`src/rtl/muldiv_unit.sv`:
```
// muldiv_unit: 32x32 multiply and 32/32 divide unit, with 64-bit {hi,lo} result.
//   MULT/MULTU finish in one compute cycle.
//   DIV/DIVU use a radix-2 restoring divider that produces one quotient bit per cycle.
//
// Ports:
//   i_clk      rising-edge clock
//   i_rst_n    synchronous active-low reset
//   i_start    request an operation; sampled only in IDLE
//   i_op       00=MULT 01=MULTU 10=DIV 11=DIVU; sampled with i_start
//   i_a, i_b   operands (multiplicand/dividend, multiplier/divisor)
//   i_cancel   abort the in-flight operation; exists only with MULDIV_CANCEL_EN
//   o_busy     high in MUL and DIV
//   o_done     one-cycle pulse in DONE; o_result is valid
//   o_result   {hi,lo}; holds its value until the next completion
//
// Optional feature: define MULDIV_CANCEL_EN to add the i_cancel port.
//
// state | meaning
// IDLE  | waiting for i_start
// MUL   | forming the product from the latched operands
// DIV   | restoring divide, one quotient bit per cycle (counter 0..31)
// DONE  | result valid, o_done pulse
module muldiv_unit (
  input  logic        i_clk,
  input  logic        i_rst_n,
  input  logic        i_start,
  input  logic [1:0]  i_op,
  input  logic [31:0] i_a,
  input  logic [31:0] i_b,
`ifdef MULDIV_CANCEL_EN
  input  logic        i_cancel,
`endif
  output logic        o_busy,
  output logic        o_done,
  output logic [63:0] o_result
);

  typedef enum logic [1:0] {
    S_IDLE = 2'b00,
    S_MUL  = 2'b01,
    S_DIV  = 2'b10,
    S_DONE = 2'b11
  } state_t;

  state_t      r_state;
  logic        r_sgn;     // signed operation (MULT/DIV)
  logic [31:0] r_a;
  logic [31:0] r_b;
  logic [31:0] r_quo;     // dividend magnitude shifting out; quotient shifting in
  logic [31:0] r_rem;
  logic [31:0] r_dvs;     // divisor magnitude
  logic [4:0]  r_cnt;
  logic [63:0] r_result;

  logic        w_cancel;
  logic [31:0] w_a_mag;
  logic [31:0] w_b_mag;
  logic [63:0] w_ma;
  logic [63:0] w_mb;
  logic [63:0] w_prod;
  logic [32:0] w_shift;
  logic [32:0] w_diff;
  logic        w_ge;
  logic [31:0] w_rem_nx;
  logic [31:0] w_quo_nx;
  logic [31:0] w_quo_fin;
  logic [31:0] w_rem_fin;
  logic [63:0] w_div_res;

`ifdef MULDIV_CANCEL_EN
  assign w_cancel = i_cancel;
`else
  assign w_cancel = 1'b0;
`endif

  // Signed divide runs on magnitudes; the sign is restored in the last cycle.
  assign w_a_mag = (~i_op[0] & i_a[31]) ? (~i_a + 32'd1) : i_a;
  assign w_b_mag = (~i_op[0] & i_b[31]) ? (~i_b + 32'd1) : i_b;

  // The low 64 bits of a 64x64 product are the same for signed and unsigned
  // operands, so sign-extending to 64 bits gives both MULT and MULTU.
  assign w_ma   = {{32{r_sgn & r_a[31]}}, r_a};
  assign w_mb   = {{32{r_sgn & r_b[31]}}, r_b};
  assign w_prod = w_ma * w_mb;

  // Bit 32 of the 33-bit difference is the borrow. The partial remainder
  // stays below the divisor, so the shifted value cannot overflow 33 bits.
  assign w_shift  = {r_rem, r_quo[31]};
  assign w_diff   = w_shift - {1'b0, r_dvs};
  assign w_ge     = ~w_diff[32];
  assign w_rem_nx = w_ge ? w_diff[31:0] : w_shift[31:0];
  assign w_quo_nx = {r_quo[30:0], w_ge};

  // For 0x80000000 / -1, both signs are negative, so the quotient is not
  // negated. The magnitude 0x80000000 then passes through as the result.
  assign w_quo_fin = (r_sgn & (r_a[31] ^ r_b[31])) ? (~w_quo_nx + 32'd1) : w_quo_nx;
  assign w_rem_fin = (r_sgn & r_a[31]) ? (~w_rem_nx + 32'd1) : w_rem_nx;
  assign w_div_res = (r_b == 32'd0) ? {r_a, 32'hFFFF_FFFF} : {w_rem_fin, w_quo_fin};

  always_ff @(posedge i_clk) begin
    if (!i_rst_n) begin
      r_state  <= S_IDLE;
      r_sgn    <= 1'b0;
      r_a      <= 32'd0;
      r_b      <= 32'd0;
      r_quo    <= 32'd0;
      r_rem    <= 32'd0;
      r_dvs    <= 32'd0;
      r_cnt    <= 5'd0;
      r_result <= 64'd0;
    end else begin
      case (r_state)
        S_IDLE: begin
          if (i_start && !w_cancel) begin
            r_sgn   <= ~i_op[0];
            r_a     <= i_a;
            r_b     <= i_b;
            r_quo   <= w_a_mag;
            r_dvs   <= w_b_mag;
            r_rem   <= 32'd0;
            r_cnt   <= 5'd0;
            r_state <= i_op[1] ? S_DIV : S_MUL;
          end
        end
        S_MUL: begin
          if (w_cancel) begin
            r_state <= S_IDLE;
          end else begin
            r_result <= w_prod;
            r_state  <= S_DONE;
          end
        end
        S_DIV: begin
          if (w_cancel) begin
            r_state <= S_IDLE;
            r_cnt   <= 5'd0;
          end else begin
            r_rem <= w_rem_nx;
            r_quo <= w_quo_nx;
            r_cnt <= r_cnt + 5'd1;
            if (r_cnt == 5'd31) begin
              r_result <= w_div_res;
              r_state  <= S_DONE;
            end
          end
        end
        default: r_state <= S_IDLE;
      endcase
    end
  end

  assign o_busy   = (r_state == S_MUL) || (r_state == S_DIV);
  assign o_done   = (r_state == S_DONE);
  assign o_result = r_result;

endmodule
```
`config.mk`:
```
export PLATFORM = sky130hd
export DESIGN_NAME = muldiv_unit
export DESIGN_NICKNAME = d
export VERILOG_FILES = /design/src/rtl/muldiv_unit.sv
export SDC_FILE = /design/constraint.sdc
export NUM_CORES = 2
export LEC_CHECK = 0
export BUFFER_PORTS_ARGS = -buffer_cell sky130_fd_sc_hd__buf_2
export CORE_MARGIN = 2
export CORE_UTILIZATION = 59
export CTS_CLUSTER_DIAMETER = 40
export DETAILED_ROUTE_END_ITERATION = 12
export PLACE_DENSITY = 0.91
export SLEW_MARGIN = 0
export SYNTH_ARGS = -nofsm -noshare
export SYNTH_HDL_FRONTEND = slang
export SYNTH_SLANG_ARGS = --single-unit
```
`constraint.sdc`:
```
create_clock -name i_clk -period 8.5 [get_ports i_clk]
set_input_delay 0.85 -clock i_clk [delete_from_list [all_inputs] [get_ports i_clk]]
set_output_delay 0.85 -clock i_clk [all_outputs]
set_load 0.05 [all_outputs]
```
==> reports/metrics.csv <==
metric;value;unit
drc_errors;0;
regToRegSetupSlack;0.15;ns
placed_cells;7372;
met3_length;20750;um
top_level_ports;135;
area_growth;9.089;%
antenna_left;0;
met1_length;55480;um
min-delay-start;o_result[1];
synthArstFlopShare;0;%
min_path_cells;2;
initial_core_util;59.47;%
yosys_register_bits;231;
fin_nets;7706;
crit_fanout;19;
ys_warn_count;0;
yosys.area.top_type;fa_1;
cts_tree;done;
finClkSkew;0.06130;ns
crit_family;adder cells;
rows;109;
drv_cap;0;
wl_per_cell;22.95;um
fin_crit;8.354;ns
ys_seq_area_share;8.813;%
slowest_delay;0.60;ns
power_density;216.5;mW/mm2
synth_fp_nets;7651;
timing.setup.tns;0;ns
via_per_inst;6.154;
cts_root_buffer;clkbuf_16;
cts_max_path_buffers;3;
min_to;o_result[1];
place.gp.congestion;1.029;
fp.dieH;302.2;um
fin_cells;7458;
io_buffers;134;
hold_viol;0;
syn_inst;6202;
grt_pass1_wl;265700;um
fin_ws;0.1464;ns
grt_overflow;0;
core;0.08824;mm2
first_global_vias;48870;
cts_buffers;44;
synth_area;0.05247;mm2
slew_violations;0;
path_clk_slew;0.06;ns
synth_top_area_share;42.96;%
cts-htree-levels;2;
synth_top_cells_by_area;fa_1, dfxtp_1, inv_1;
timing.critical_path.buf_inv;8;
hp-class;flip-flop to flip-flop;
status;finished clean;
dpl.hpwl;135400;um
r2r_start;r_a[20];
crit_path_end_kind;flip-flop;
avgSynthCellArea;8.461;um2
arrival;8.84;ns
vias;45900;
fin_hold_ws;0.4518;ns
ir_drop;0.3591;mV
die_w;302.2;um
layout_commonest_cell;inv_1;
clock_sinks;231;
ys.flop_type;dfxtp_1;
first_pass_iters;7;
slew_headroom;12.32;%
total_power;12.39;mW
grt_max_degree;119;
routed.top_layer;met5;
clock_latency;0.62;ns
worst_r2r_endpoint;o_result[50];
tightestPinTransition;1.311;ns
crit_required;8.99;ns
slowest_stage;fa_1;
grt_use_total;38.03;%
ys_types;92;
synth_edf_count;0;
antenna_found_initial;9;
r2r_cells;29;
layout-drive-gt1-share;9.456;%
layout_common_cells;inv_1, fa_1, nand2_1;
routed_wl;171200;um
cpMostUsedCell;fa_1;
worstSetupStartpointType;flip-flop;
dp_slack;-0.09434;ns
p_leak;27.34;nW
setup_viol;0;
fin_crit_sh;98.28;%
die_area;0.09134;mm2
route.met2.wl;77180;um
fmax;119.7;MHz
rsz0062_at_grt;true;
first_iter_violations;5507;
worstSetupPathType;flip-flop to flip-flop;
[synthesized netlist by cell type, types with 21 or more instances]
| cell | number |
|---|---|
| nand2_1 | 1040 |
| clkbuf_1 | 375 |
| and2_1 | 360 |
| xnor2_1 | 115 |
| a21oi_1 | 341 |
| inv_1 | 1190 |
| fa_1 | 1126 |
| nand2b_1 | 23 |
| o21ai_0 | 155 |
| o31ai_1 | 22 |
| o211ai_1 | 27 |
| ha_1 | 254 |
| nor4_1 | 27 |
| nand3_1 | 41 |
| xor2_1 | 84 |
| a211oi_1 | 50 |
| nor2_1 | 248 |
| dfxtp_1 | 231 |
| a31oi_1 | 21 |
| and3_1 | 33 |
| a21o_1 | 46 |
| mux2i_1 | 26 |
| nor3_1 | 60 |
[flip-flops by register name, summed over array words and instances (netlist names)]
| register | cells |
|---|---|
| o_result | 64 |
| r_a | 32 |
| r_b | 32 |
| r_quo | 32 |
| r_rem | 32 |
| r_dvs | 31 |
| r_cnt | 5 |
| r_state | 2 |
| r_sgn | 1 |
[logic make-up (layout without fill, tap and decap cells)]
group	count (synthesis)	in the layout	synth area share, %
other cells	0	1	0
simple gates	1930	1930	16.79
compound gates	836	836	9.981
mux	30	30	0.5889
flops	231	231	8.813
buf+inv	1596	1686	11.49
fa+ha+maj	1380	1380	49.01
xor+xnor	199	199	3.322
[cell type report]
type / count / area, um2
antenna: 1 / 2.502
clock buffer: 50 / 1164
clock inverter: 31 / 361.6
fill: 6451 / 30990
inverter: 1193 / 4487
multi-input combinational: 4375 / 41960
sequential: 231 / 4671
tap: 1165 / 1458
timing repair buffer: 412 / 3146
[routing by layer]
layer | global-route usage [%] | vias to the layer above
li1 | - | 19020
met1 | 44.31 | 22370
met2 | 59.61 | 3437
met3 | 9.122 | 1057
met4 | 32.10 | 12
met5 | 0 | -
[worst register-to-register path, delay by kind of cell, from the launching register on]
kind	cells	cell delay, ns
adder cells (fa/ha/maj)	9	4.45
AND/OR/NAND/NOR	4	0.48
flip-flops	1	0.51
AO/OA/AOI/OAI	7	1.41
buffers and inverters	8	1.15
XOR/XNOR	1	0.25
[metrics by stage]
stage	instance area, um2	utilization, %
2_1_floorplan	52480	-
3_3_place_gp	55480	62.87
3_5_place_dp	55480	62.87
4_1_cts	57010	64.61
5_1_grt	57240	64.87
6_report	57240	64.87
[worst max-delay path by stage]
| stage | start | to | slack, ns | depth (start not counted) |
|---|---|---|---|---|
| floorplan | r_a[31] | o_result[61] | 0.03 | 33 |
| global placement | r_b[8] | o_result[50] | -0.01 | 31 |
| detailed placement | r_b[8] | o_result[63] | -0.09 | 29 |
| CTS | r_b[7] | o_result[63] | 0.002 | 29 |
| global route | r_b[1] | o_result[57] | -0.03 | 31 |
| finish | r_a[20] | o_result[50] | 0.15 | 29 |
[power by group]
part / internal, mW / switching [mW] / total, mW
logic: 3.04 / 5.81 / 8.85
clock network: 1.11 / 0.751 / 1.86
registers: 1.34 / 0.347 / 1.68
[repair_timing]
action / CTS / global route
hold buffers: 0 / 0
resized for setup: 5 / 66
buffers inserted: 0 / 3
pin swaps: 0 / 4
setup endpoints to repair: 9 / 18
gates cloned: 0 / 1
Note: power is estimated with default switching activity, not from simulation.
